### config.mk
export PLATFORM = sky130hd
export DESIGN_NAME = bank_biu_linefill
export DESIGN_NICKNAME = d
export VERILOG_FILES = /design/src/rtl/bank_biu_linefill.sv
export SDC_FILE = /design/constraint.sdc
export NUM_CORES = 1
export LEC_CHECK = 0
export CORE_MARGIN = 8
export CORE_UTILIZATION = 43
export DETAILED_ROUTE_END_ITERATION = 10
export PLACE_DENSITY_LB_ADDON = 0.05
export SETUP_SLACK_MARGIN = 0.05
export SYNTH_ARGS = -nofsm -noshare
export SYNTH_HDL_FRONTEND = slang
export SYNTH_SLANG_ARGS = --single-unit
### constraint.sdc
create_clock -name clk_i -period 27.4 [get_ports clk_i]
set_input_delay 5.48 -clock clk_i [delete_from_list [all_inputs] [get_ports clk_i]]
set_output_delay 5.48 -clock clk_i [all_outputs]
set_load 0.005 [all_outputs]
### src/rtl/bank_biu_linefill.sv
// Linefill bus interface: queues HTU line requests, issues 2-beat AXI reads and delivers 256-bit
// lines to the ISU. Define BANK_BIU_RRESP_ERR_EN to build the sticky bus-error flag. FIFO_DEPTH >= 2.
module bank_biu_linefill #(
  parameter int unsigned FIFO_DEPTH      = 4,
  parameter int unsigned MAX_OUTSTANDING = 8
) (
  input  logic         clk_i,
  input  logic         rst_i,
  input  logic         htu_biu_valid_i,
  output logic         htu_biu_ready_o,
  input  logic [31:0]  htu_biu_addr_i,
  input  logic [2:0]   htu_biu_set_i,
  input  logic [2:0]   htu_biu_way_i,
  output logic         axi_arvalid_o,
  input  logic         axi_arready_i,
  output logic [31:0]  axi_araddr_o,
  output logic [5:0]   axi_arid_o,
  output logic [7:0]   axi_arlen_o,
  output logic [2:0]   axi_arsize_o,
  output logic [1:0]   axi_arburst_o,
  input  logic         axi_rvalid_i,
  output logic         axi_rready_o,
  input  logic [127:0] axi_rdata_i,
  input  logic [5:0]   axi_rid_i,
  input  logic         axi_rlast_i,
  input  logic [1:0]   axi_rresp_i,
  output logic         biu_isu_rvalid_o,
  input  logic         biu_isu_rready_i,
  output logic [255:0] biu_isu_rdata_o,
  output logic [5:0]   biu_isu_rid_o,
  output logic         biu_rresp_err_o
);

  localparam int unsigned PW = $clog2(FIFO_DEPTH);
  localparam int unsigned CW = $clog2(MAX_OUTSTANDING + 1);
  localparam int unsigned EW = 33;
  localparam logic [PW:0]   PTR_ONE = {{PW{1'b0}}, 1'b1};
  localparam logic [CW-1:0] CNT_ONE = {{(CW-1){1'b0}}, 1'b1};
  localparam logic [CW-1:0] CNT_MAX = CW'(MAX_OUTSTANDING);

  // Request FIFO entry: {addr[31:5], set, way}
  logic [EW-1:0] fifo_mem [FIFO_DEPTH];
  logic [PW:0]   wr_ptr;
  logic [PW:0]   rd_ptr;
  logic          fifo_empty;
  logic          fifo_full;
  logic          push;
  logic          pop;
  logic [EW-1:0] head;

  logic [CW-1:0] outstanding;
  logic          ar_ok;

  logic          r_hs;
  logic          first_hs;
  logic          last_hs;
  logic [127:0]  low_data;
  logic [5:0]    lat_rid;

  logic          out_valid;
  logic [255:0]  out_data;
  logic [5:0]    out_rid;
  logic          isu_hs;

  logic          unused_addr;

  assign unused_addr = ^htu_biu_addr_i[4:0];

  assign fifo_empty      = (wr_ptr == rd_ptr);
  assign fifo_full       = (wr_ptr[PW] != rd_ptr[PW]) && (wr_ptr[PW-1:0] == rd_ptr[PW-1:0]);
  assign htu_biu_ready_o = ~fifo_full;
  assign push            = htu_biu_valid_i & ~fifo_full;
  assign pop             = axi_arvalid_o & axi_arready_i;
  assign head            = fifo_mem[rd_ptr[PW-1:0]];

  always_ff @(posedge clk_i) begin
    if (push) begin
      fifo_mem[wr_ptr[PW-1:0]] <= {htu_biu_addr_i[31:5], htu_biu_set_i, htu_biu_way_i};
    end
  end

  always_ff @(posedge clk_i or posedge rst_i) begin
    if (rst_i) begin
      wr_ptr <= '0;
      rd_ptr <= '0;
    end else begin
      if (push) wr_ptr <= wr_ptr + PTR_ONE;
      if (pop)  rd_ptr <= rd_ptr + PTR_ONE;
    end
  end

  // AR only depends on registered state, so fields stay stable until arready.
  assign ar_ok         = (outstanding < CNT_MAX);
  assign axi_arvalid_o = ~fifo_empty & ar_ok;
  assign axi_araddr_o  = {head[32:6], 5'b00000};
  assign axi_arid_o    = head[5:0];
  assign axi_arlen_o   = 8'd1;
  assign axi_arsize_o  = 3'd4;
  assign axi_arburst_o = 2'b01;

  assign isu_hs = out_valid & biu_isu_rready_i;

  always_ff @(posedge clk_i or posedge rst_i) begin
    if (rst_i) begin
      outstanding <= '0;
    end else begin
      unique case ({pop, isu_hs})
        2'b10:   outstanding <= outstanding + CNT_ONE;
        2'b01:   outstanding <= outstanding - CNT_ONE;
        default: outstanding <= outstanding;
      endcase
    end
  end

  // First beats never stall; the completing beat waits for room in the output register.
  assign axi_rready_o = ~axi_rlast_i | ~out_valid | biu_isu_rready_i;
  assign r_hs         = axi_rvalid_i & axi_rready_o;
  assign first_hs     = r_hs & ~axi_rlast_i;
  assign last_hs      = r_hs & axi_rlast_i;

  always_ff @(posedge clk_i or posedge rst_i) begin
    if (rst_i) begin
      low_data <= '0;
      lat_rid  <= '0;
    end else if (first_hs) begin
      low_data <= axi_rdata_i;
      lat_rid  <= axi_rid_i;
    end
  end

  always_ff @(posedge clk_i or posedge rst_i) begin
    if (rst_i) begin
      out_valid <= 1'b0;
      out_data  <= '0;
      out_rid   <= '0;
    end else if (last_hs) begin
      out_valid <= 1'b1;
      out_data  <= {axi_rdata_i, low_data};
      out_rid   <= lat_rid;
    end else if (isu_hs) begin
      out_valid <= 1'b0;
    end
  end

  assign biu_isu_rvalid_o = out_valid;
  assign biu_isu_rdata_o  = out_data;
  assign biu_isu_rid_o    = out_rid;

`ifdef BANK_BIU_RRESP_ERR_EN
  logic rresp_err;

  always_ff @(posedge clk_i or posedge rst_i) begin
    if (rst_i) begin
      rresp_err <= 1'b0;
    end else if ((r_hs && (axi_rresp_i != 2'b00)) || (last_hs && (axi_rid_i != lat_rid))) begin
      rresp_err <= 1'b1;
    end
  end

  assign biu_rresp_err_o = rresp_err;
`else
  logic unused_rresp;

  assign unused_rresp    = ^axi_rresp_i;
  assign biu_rresp_err_o = 1'b0;
`endif

  property p_outstanding_bound;
    @(posedge clk_i) disable iff (rst_i) outstanding <= CNT_MAX;
  endproperty
  a_outstanding_bound: assert property (p_outstanding_bound);

  property p_no_line_overwrite;
    @(posedge clk_i) disable iff (rst_i) !(last_hs && out_valid && !biu_isu_rready_i);
  endproperty
  a_no_line_overwrite: assert property (p_no_line_overwrite);

endmodule

Word level (Yosys, flattened, before mapping)
Memories as Yosys holds them, arrays and structs flattened.
Cells that the tools add are included.
Widths: inputs -> output; s select.
{ "op_classes": {"n_reduce_logical": 3, "n_eq_ne": 5, "n_div": 0, "magnitude_cmp": 1, "mul": 0, "n_addsub": 4, "bitwise_logic": 13, "shifts": 0, "muxes": 5} }
{ "op_table": {"columns": ["cell", "count"], "rows": [
  ["$pmux 4 s2", 1],
  ["$and 1x1->1", 7],
  ["$add 3x1->3 const B", 2],
  ["$add 4x1->4 const B", 1],
  ["$lt 4x4->1 const B", 1],
  ["$mux 1", 4],
  ["$not 1->1", 4],
  ["$reduce_bool 2->1", 2],
  ["$sub 4x1->4 const B", 1],
  ["$eq 3x3->1", 1],
  ["$eq 2x1->1 const B", 1],
  ["$eq 2x2->1", 1],
  ["$eq 2x2->1 const B", 1],
  ["$or 1x1->1", 2],
  ["$logic_and 1x1->1", 1],
  ["$ne 1x1->1", 1]
]} }
{ "word_totals": {"ff_bits": 407, "memories": 1, "romBits": 0, "latch_bits": 0, "out_inout_bits": 318, "input_bits": 181, "ramBits": 132, "elab_cells": 40} }
{ "memory_table": {"columns": ["name", "words", "word_bits", "read_ports", "rd_ports_with_merged_regs", "wr", "line", "rtl"], "rows": [
  ["fifo_mem", 4, 33, 1, 0, 1, "42", "logic [EW-1:0] fifo_mem [FIFO_DEPTH];"]
]} }

Logic depth before layout (Yosys ltp)
{ "logic_depth": {"depth_word": 6, "ltp_mapped": 9, "depth_no_buf": 8} }

Least setup slack after synthesis
Ideal clock, no wire load.
{ "synth_timing": {"kind": "input-to-output", "startpoint": "input biu_isu_rready_i", "endpoint": "output axi_rready_o", "n_path_buf": 0, "path_slack_ps": 16293, "arrival_ps": 5627, "stages": 1, "required_ps": 21920, "path_cell_list": "nand3b_1"} }
{ "synth_via": {"elab_chain_len": 1} }
{ "synth_rtl": {"columns": ["element", "line", "rtl"], "rows": [
  ["start, declared", "28", "input logic biu_isu_rready_i,"],
  ["$or 1x1->1", "116", "assign axi_rready_o = ~axi_rlast_i | ~out_valid | biu_isu_rready_i;"],
  ["end, declared", "22", "output logic axi_rready_o,"]
]} }
No other way between the ends.

Worst setup path in the final report
{ "layout_timing": {"startpoint": "input axi_rlast_i", "endpoint": "output axi_rready_o"} }
{ "layout_via": {"elab_chain_len": 3} }
{ "layout_rtl": {"columns": ["element", "line", "rtl"], "rows": [
  ["start, declared", "25", "input logic axi_rlast_i,"],
  ["$not 1->1", "116", null],
  ["$or 1x1->1 (2 in series)", "116", null]
]} }
No other way between the ends.

==> impl_metrics.env <==
export IMPL_syn_avg_cell_area_um2=18.7
export IMPL_layout_nets=1793
export IMPL_min_path_cells=1
export IMPL_drt_pre_antenna_iters=4
export IMPL_cts_htree_levels=2
export IMPL_cap_violations=0
export IMPL_syn_to_final_growth_pct=34.0
export IMPL_yosys_most_used_dff="dfrtp_1"
export IMPL_dpl_cell_area_um2=26000
export IMPL_synthAdderAreaFrac_pct=0.579
export IMPL_root_buffer="clkbuf_16"
export IMPL_path_clk_slew_ns=0.06
export IMPL_end_kind="output pin"
export IMPL_dieArea_um2=55500
export IMPL_fin_ws_ns=15.29
export IMPL_layout_drive_gt1_share_pct=33.3
export IMPL_fin_crit_ns=12.11
export IMPL_grt_pass1_wl_um=79000
export IMPL_critPathMaxFanout=4
export IMPL_syn_inst=1112
export IMPL_grt_max_degree=122
export IMPL_cts_setup_buffers=0
export IMPL_grt_overflow=0
export IMPL_drt_iter0_drc=559
export IMPL_grt_pass1_vias=12407
export IMPL_max_clock_path_buffers=3
export IMPL_ant_nets=0
export IMPL_initial_utilization_pct=43.5
export IMPL_synthXorXnorAreaFrac_pct=0.410
export IMPL_place_congestion=0.738
export IMPL_post_route_cell_area_um2=27800
export IMPL_grtUsageTotal_pct=18.5
export IMPL_dpl_worst_slack_ns=15.30
export IMPL_synthDistinctLibCells=35
export IMPL_wl_um=51800
export IMPL_synth_simple_area_share_pct=0.700
export IMPL_clock_fmax_ghz=0.0826
export IMPL_synth_compound_area_share_pct=0.573
export IMPL_num_rows=80
export IMPL_antenna_found_initial=8
export IMPL_slew_viol_final=0
export IMPL_synth_area_leaders="dfrtp_1, edfxtp_1, mux2_2"
export IMPL_timing_final_hold_violations=0
export IMPL_ir_drop_mv=0.0594
export IMPL_synth_top_area_share_pct=49.1
export IMPL_powerDensity_nw_per_um2=90.3
export IMPL_post_route_period_util_pct=44.2
export IMPL_rsz0062_at_grt="false"
export IMPL_tightest_slew_ns=1.14
export IMPL_finalPower_w=0.00251
export IMPL_die_h_um=236
export IMPL_synth_top_family_by_area="multiplexers"
export IMPL_dp_cells=2160
export IMPL_ctsHoldBuffers=0
export IMPL_hp_start="low_data[88]$_DFFE_PP0P_"
export IMPL_finalClockSkew_ns=0.0127
export IMPL_coreArea_um2=47600
export IMPL_p_leak_nw=11.3
export IMPL_setup_tns_ns=0
export IMPL_instances_no_fill=2265
export IMPL_hpwl_um=36000
export IMPL_yosys_warnings=0
export IMPL_r2r_start="biu_isu_rvalid_o$_DFFE_PP0P_"
export IMPL_synth_area_um2=20700
export IMPL_async_flop_share_pct=75.5
export IMPL_cp_required_ns=21.92
export IMPL_synthMuxAreaShare_pct=26.9
export IMPL_ios=499
export IMPL_numPortBuffers=472
export IMPL_clk_insertion_delay_late_ns=0.59
export IMPL_drcViolationCount=0
export IMPL_vias=11223
export IMPL_hp_class="reg2reg"
export IMPL_cts_tree="built"
export IMPL_rr_worst_depth=5
export IMPL_die_w_um=236
export IMPL_via_per_inst=4.95
export IMPL_ys_seq_elements=539
export IMPL_critPathLaunchType="primary input"
export IMPL_r2r_end="biu_isu_rdata_o[165]$_DFFE_PP0P_"
export IMPL_wl_per_cell_um=22.9
export IMPL_cts_sinks=539
export IMPL_post_cts_resized=0
export IMPL_path_class="in2out"
export IMPL_outcome="completed"
export IMPL_cp_startpoint="axi_rlast_i"
export IMPL_timing_reg2reg_setup_slack_ns=24.02
export IMPL_setup_viol=0
export IMPL_cp_data_arrival_time_ns=6.63
export IMPL_holdPathEnd="biu_isu_rdata_o[88]$_DFFE_PP0P_"
export IMPL_synth_area_leader_cell="dfrtp_1"
export IMPL_yosysSeqAreaShare_pct=68.2
export IMPL_slew_headroom_pct=24.1
export IMPL_cts_made_buffers=56
export IMPL_synth_edf_count=132
==> layout by cell type (no fill, tap or decap), types with 16 or more instances in the layout <==
cell | Yosys | routed
clkbuf_16 | 0 | 57
mux2_2 | 309 | 309
clkdlybuf4s50_1 | 0 | 472
mux2_4 | 90 | 90
dfrtp_1 | 407 | 406
conb_1 | 2 | 19
edfxtp_1 | 132 | 132
mux4_2 | 33 | 33
buf_4 | 32 | 16
==> power by group <==
part	internal [W]	switching (W)	total [W]
combinational	0.000418	0.000266	0.000684
sequential	0.00100	0.0000814	0.00108
clock	0.000441	0.000305	0.000746
total	0.00186	0.000653	0.00251
==> Yosys cell counts, types with 2 or more instances <==
cell type and n:
o311ai_0 3, nand3_1 4, ha_1 8, mux4_2 33
o21ai_0 2, conb_1 2, mux2_4 90, clkbuf_1 4
nor3b_1 3, edfxtp_1 132, a21oi_1 2, a31oi_1 2
nand3b_1 2, buf_6 10, mux2_2 309, dfrtp_1 407
xnor2_1 3, buf_2 25, inv_1 11, buf_4 32
xor2_1 3, a211o_1 2, and3_1 4, xnor2_2 2
nand2_1 7
==> per-stage QoR <==
step | utilization (%) | hold WS, ns
2_1_floorplan | - | 0.459
6_report | 58.3 | 0.491
5_1_grt | 58.3 | 0.512
3_3_place_gp | 54.5 | 0.480
4_1_cts | 58.3 | 0.498
3_5_place_dp | 54.5 | 0.487
==> area by class of cell <==
type	count	area, um^2
Antenna cell	2	5.00
Tap cell	615	769
Timing Repair Buffer	488	4840
Clock buffer	87	1690
Multi-Input combinational cell	507	6150
Fill cell	3738	19800
Clock inverter	16	138
Inverter	11	48.8
Sequential cell	539	14100
==> worst max-delay path by stage <==
stage                     depth (start not counted)  slack [ns]                              to
after CTS                                         3       15.28                    axi_rready_o
after global routing                              3       15.24                    axi_rready_o
after detailed placement                          3       15.30                    axi_rready_o
after global placement                            3       15.30                    axi_rready_o
final                                             3       15.29                    axi_rready_o
after floorplan                                   1       10.60  biu_isu_rdata_o[0]$_DFFE_PP0P_
==> logic make-up after synthesis <==
family / after synthesis
fa+ha+maj: 9
other cells: 2
buf+inv: 83
flops: 539
mux: 432
simple gates: 24
xor+xnor: 8
compound gates: 15
==> flip-flops by register name, summed over array words and instances, names as in the netlist <==
| register | cells |
|---|---|
| low_data | 128 |
| biu_isu_rdata_o | 256 |
| wr_ptr | 3 |
| fifo_mem | 132 |
| biu_isu_rid_o | 6 |
| outstanding | 4 |
| biu_isu_rvalid_o | 1 |
| lat_rid | 6 |
| rd_ptr | 3 |
==> layer usage <==
layer | routed length [um] | vias to the layer above | track usage [%]
li1 | - | 5014 | -
met1 | 20900 | 5787 | 22.4
met2 | 25200 | 324 | 30.2
met3 | 4500 | 84 | 7.53
met4 | 1200 | 14 | 5.20
met5 | 88 | - | 0
==> worst max-delay path, cell delays in order <==
cell,delay (ns)
clkdlybuf4s50_1,0.50
nand3b_1,0.14
clkdlybuf4s50_1,0.50
Power figures use the tool's default switching activity.
